--- config.mk ---
export PLATFORM = sky130hd
export DESIGN_NAME = stream_xor_cipher_flat
export DESIGN_NICKNAME = d
export VERILOG_FILES = /design/src/rtl/stream_xor_cipher_if.sv /design/src/rtl/stream_xor_cipher.sv /design/src/flat_wrapper.sv
export SDC_FILE = /design/constraint.sdc
export NUM_CORES = 1
export LEC_CHECK = 0
export CAP_MARGIN = 15
export CORE_MARGIN = 8
export CORE_UTILIZATION = 50
export CTS_CLUSTER_DIAMETER = 50
export DETAILED_ROUTE_END_ITERATION = 16
export GPL_TIMING_DRIVEN = 0
export MAX_ROUTING_LAYER = met4
export PLACE_DENSITY = 0.88
export SYNTH_ARGS = -nofsm -noshare
export SYNTH_HDL_FRONTEND = slang
export SYNTH_SLANG_ARGS = --single-unit
--- constraint.sdc ---
create_clock -name clk -period 2.28 [get_ports clk]
set_input_delay 0.456 -clock clk [delete_from_list [all_inputs] [get_ports clk]]
set_output_delay 0.456 -clock clk [all_outputs]
set_load 0.005 [all_outputs]
--- src/rtl/stream_xor_cipher_if.sv ---
// Valid/ready word stream with packet framing, used on both sides of stream_xor_cipher.
// The master drives valid/data/last and the slave drives ready.
interface stream_xor_cipher_if #(
    parameter int unsigned DATA_W = 8
);
    logic              valid;
    logic              ready;
    logic [DATA_W-1:0] data;
    logic              last;

    modport master (output valid, output data, output last, input ready);
    modport slave  (input valid, input data, input last, output ready);
endinterface

--- src/rtl/stream_xor_cipher.sv ---
// Streaming XOR cipher: each accepted word is XORed with a Galois-LFSR keystream seeded
// from the loaded key. The keystream restarts at every packet boundary; encrypt == decrypt.
module stream_xor_cipher #(
    parameter int unsigned       DATA_W = 8,
    parameter logic [DATA_W-1:0] TAPS   = 8'hB8,
    parameter int unsigned       CNT_W  = 16
) (
    input  logic                clk,
    input  logic                rst,
    input  logic                key_load,
    input  logic [DATA_W-1:0]   key_in,
    stream_xor_cipher_if.slave  in_if,
    stream_xor_cipher_if.master out_if,
    output logic                keyed,
    output logic [CNT_W-1:0]    word_cnt
);

    typedef enum logic [0:0] {StIdle, StRun} state_e;

    state_e            state_q;
    logic [DATA_W-1:0] key_q;
    logic [DATA_W-1:0] ks_q;
    logic [DATA_W-1:0] out_data_q;
    logic              out_valid_q;
    logic              out_last_q;
    logic [CNT_W-1:0]  cnt_q;

    logic [DATA_W-1:0] seed;
    logic [DATA_W-1:0] ks_next;
    logic              in_ready;
    logic              accept;

    // A zero key would lock the LFSR at zero, so it is replaced by all-ones.
    assign seed    = (key_in == '0) ? '1 : key_in;
    assign ks_next = (ks_q >> 1) ^ (ks_q[0] ? TAPS : '0);

    assign in_ready = (state_q == StRun) & ~key_load & (~out_valid_q | out_if.ready);
    assign accept   = in_if.valid & in_ready;

    always_ff @(posedge clk) begin
        if (rst) begin
            state_q     <= StIdle;
            key_q       <= '0;
            ks_q        <= '0;
            out_data_q  <= '0;
            out_valid_q <= 1'b0;
            out_last_q  <= 1'b0;
            cnt_q       <= '0;
        end else begin
            // Reseeding leaves any pending output word to drain normally.
            if (key_load) begin
                key_q   <= seed;
                ks_q    <= seed;
                cnt_q   <= '0;
                state_q <= StRun;
            end else if (accept) begin
                ks_q  <= in_if.last ? key_q : ks_next;
                cnt_q <= cnt_q + CNT_W'(1);
            end

            if (accept) begin
                out_data_q  <= in_if.data ^ ks_q;
                out_last_q  <= in_if.last;
                out_valid_q <= 1'b1;
            end else if (out_valid_q && out_if.ready) begin
                out_valid_q <= 1'b0;
            end
        end
    end

    assign in_if.ready  = in_ready;
    assign out_if.valid = out_valid_q;
    assign out_if.data  = out_data_q;
    assign out_if.last  = out_last_q;
    assign keyed        = (state_q == StRun);
    assign word_cnt     = cnt_q;

endmodule
--- src/flat_wrapper.sv ---
// flat-port wrapper written by rule: the top's interface ports become plain ports
module stream_xor_cipher_flat 
#(
    parameter int unsigned       DATA_W = 8,
    parameter logic [DATA_W-1:0] TAPS   = 8'hB8,
    parameter int unsigned       CNT_W  = 16
)
  (clk, rst, key_load, key_in, keyed, word_cnt, in_if_valid, in_if_data, in_if_last, in_if_ready, out_if_valid, out_if_data, out_if_last, out_if_ready);
  stream_xor_cipher_if #(.DATA_W(DATA_W)) in_if_i ();
  stream_xor_cipher_if #(.DATA_W(DATA_W)) out_if_i ();
  input  logic clk;
  input  logic rst;
  input  logic key_load;
  input  logic [DATA_W-1:0] key_in;
  output logic keyed;
  output logic [CNT_W-1:0] word_cnt;
  input wire logic [$bits(in_if_i.valid)-1:0] in_if_valid;
  input wire logic [$bits(in_if_i.data)-1:0] in_if_data;
  input wire logic [$bits(in_if_i.last)-1:0] in_if_last;
  output wire logic [$bits(in_if_i.ready)-1:0] in_if_ready;
  output wire logic [$bits(out_if_i.valid)-1:0] out_if_valid;
  output wire logic [$bits(out_if_i.data)-1:0] out_if_data;
  output wire logic [$bits(out_if_i.last)-1:0] out_if_last;
  input wire logic [$bits(out_if_i.ready)-1:0] out_if_ready;
  assign in_if_i.valid = in_if_valid;
  assign in_if_i.data = in_if_data;
  assign in_if_i.last = in_if_last;
  assign in_if_ready = in_if_i.ready;
  assign out_if_valid = out_if_i.valid;
  assign out_if_data = out_if_i.data;
  assign out_if_last = out_if_i.last;
  assign out_if_i.ready = out_if_ready;
  stream_xor_cipher #(.DATA_W(DATA_W), .TAPS(TAPS), .CNT_W(CNT_W)) u_core (.clk(clk), .rst(rst), .key_load(key_load), .key_in(key_in), .in_if(in_if_i), .out_if(out_if_i), .keyed(keyed), .word_cnt(word_cnt));
endmodule
==> run summary <==
crit start category: input pin
top post-synthesis cells by area: dfxtp_1 44%, xnor2_1 6.7%, nor2_1 5.0%, nand2_1 4.6%, a211oi_1 3.8%
unique cell type count in the Yosys netlist: 45
worst r2r src: u_core.keyed
vias in the first global route: 1872
critical path fanouts, max: 10
Fin. Hold Viols: 0
cell with the most instances after synthesis: dfxtp_1
Data arrival, critical path: 2.33 ns
worst hold path class: reg2reg
xor and xnor area share after synthesis: 7.58%
CP Buf/Inv Count: 3
Setup TNS: 0 ns
Worst path max stage delay: 0.44 ns
largest net degree at the start of global routing: 13
row count: 22
Worst-Skew Late Latency: 0.29 ns
initial cell density of the core: 52.9%
proportion of synthesized area in mux cells: 3.31%
vias per cell: 5.84
setup violators final: 0
RSZ-0062 raised after global routing: no
hold path depth: 2
worst r2r dst: u_core.out_if.last
Worst Tran Pin Value: 0.490 ns
drt pass-1 iters: 4
peak supply drop: 0.000408 V
Synth Area in Compound Gates: 17.3%
largest area contributor in the netlist: dfxtp_1
TritonCTS clock tree: done
Post-Synthesis Cells: 229
DIE HEIGHT: 78.7 um
DRT iter0 DRCs: 205
Worst-path clk slew: 0.08 ns
Post-DRT Antenna Nets: 0
critical path endpoint: u_core.out_if.last
top-area cell type share of the netlist area: 43.8%
Global Route met3 Usage: 3.19%
die area: 6190 um2
routed vias: 1949
CP Class: in2reg
met2 Track Usage GR: 28.1%
post-cts repair resize count: 6
cts hold-fix bufs: 0
fmax: 0.477 GHz
Layout area overhead: 33.9%
chip width: 78.7 um
DRC viols: 0
layout cells sized above 1: 8.04%
slowest cell on the critical path: clkdlybuf4s50_1
Post-Synth Simple-Gate Area: 23.9%
Place WS: -0.229 ns
diode count: 0
total power: 0.00151 W
crit end category: register
PD cells: 575 nW/um2
CP top delay family: buffers and inverters
Post-Place Cell Area: 2510 um2
Crit. Startpoint: key_load
worst path cell trace: clkdlybuf4s50_1 -> and2b_1 -> and3_1 -> buf_2 -> buf_1 -> nand2_1 -> a21oi_1
TritonCTS Buffers: 5
Mapped Avg Cell Area: 8.58 um2
total core area: 3720 um2
maxcap violations: 0
flop-to-flop setup slack: 0.42 ns
Post-DP HPWL: 3.86 mm
minimum clock period: 2.10 ns
Clock Path Buffers: 2
Final period util: 92.0%
first-pass GRT wire length: 8.75 mm
max_slew headroom: 67.3%
GR Overflow Total: 0
main combinational cell family by area after synthesis: simple AND/OR/NAND/NOR gates
GPL Wtd Cong: 0.853
R2R cell count: 6
Post-Synth Adder-Cell Area: 0.637%
initial antenna violation count: 0
post-synthesis async set-or-reset flop share: 0%
clock sinks: 43
Worst Skew: 0.00589 ns
total setup buffers inserted after CTS: 0
Final Instance Area: 2630 um2
FILL cells: 282
post-synthesis sequential area ratio: 43.8%
EDFF count, synth: 0
Seq cells post-synth: 43
static leakage: 0.884 nW
status: finished, final reports clean
top post-synthesis cells by count: 43 x dfxtp_1, 26 x nor2_1, 24 x nand2_1
syn nets: 252
final number of max-transition violations: 0
H-Tree Depth: 2
WP data required: 2.51 ns
CTS root buf: clkbuf_8
Final #Nets: 308
ys flop type: dfxtp_1
Post-Syn Area: 1960 um2
post-route setup slack: 0.183 ns
drt wl/cell: 16.0 um
Ports: 50
GR Util met1: 20.9%
GRT Overall Usage: 17.8%
Synth Warn #: 0
CP Depth: 7
grt peak-use layer: met2
IO buf count: 49
final wirelength: 5.35 mm
metal layers:
metal / routed length (um) / vias up
li1: - / 935
met1: 2280 / 915
met2: 2560 / 77
met3: 326 / 22
met4: 189 / 0
met5: 0 / -
where the power goes:
group          internal (W)  switching, W
sequential         0.000778     0.0000204
clock              0.000276      0.000250
combinational      0.000101     0.0000875
total               0.00115      0.000358
sequential cells by signal, summed over array words and instances, names as in the netlist:
name,cells
u_core.word_cnt,16
u_core.key_q,8
u_core.ks_q,8
u_core.out_if.data,8
u_core.keyed,1
u_core.out_if.last,1
u_core.out_if.valid,1
placed cells by master, fill, tap and decap left out, types with 4 or more instances in the layout:
cell type | synthesis | final
mux2_2 | 4 | 4
or4_1 | 5 | 5
dfxtp_1 | 43 | 43
clkbuf_8 | 0 | 8
a21oi_1 | 14 | 14
nor2_1 | 26 | 26
a211oi_1 | 10 | 10
nand2_1 | 24 | 24
clkbuf_1 | 8 | 8
nand3_1 | 12 | 12
or3_1 | 4 | 4
o21ai_0 | 9 | 9
nand4_1 | 4 | 4
clkdlybuf4s50_1 | 0 | 48
a31oi_1 | 6 | 6
xnor2_1 | 15 | 15
how the worst min path moves through the flow:
stage                       start                  to
2_1_floorplan     u_core.key_q[6]     u_core.key_q[6]
3_3_place_gp      u_core.key_q[6]     u_core.key_q[6]
3_5_place_dp      u_core.key_q[6]     u_core.key_q[6]
4_1_cts           u_core.key_q[6]     u_core.key_q[6]
5_1_grt        u_core.out_if.last  u_core.out_if.last
6_report       u_core.out_if.last  u_core.out_if.last
final cells by class:
class	count	area, um2	share of cell area (%)
buffer	13	70.1	2.66
multi-input combinational	171	1040	39.7
sequential	43	861	32.7
tap	48	60.1	2.28
inverter	2	7.51	0.285
timing repair buffer	49	489	18.6
clock buffer	8	100	3.80
cells by family (layout without fill, tap and decap cells):
kind of cell             Yosys count  after routing
AND/OR/NAND/NOR                   94             94
buffers and inverters             15             72
AO/OA/AOI/OAI                     53             53
multiplexers                       6              6
XOR/XNOR                          17             17
adder cells (fa/ha/maj)            1              1
flip-flops                        43             43
stage by stage:
step                      hold slack [ns]  cells  util [%]
final                               0.462    334      70.8
after global routing                0.484    334      70.8
after CTS                           0.459    334      70.8
after detailed placement            0.439    326      67.7
after global placement              0.428    326      67.7
after floorplan                     0.422    229         -
worst min-delay path, delay by kind of cell, from the launching register on:
family	cells	cell delay, ns
DFF	1	0.32
and+or+nand+nor	1	0.05
AOI/OAI and AO/OA	1	0.05
No activity file was read; power rests on OpenSTA's default activity.
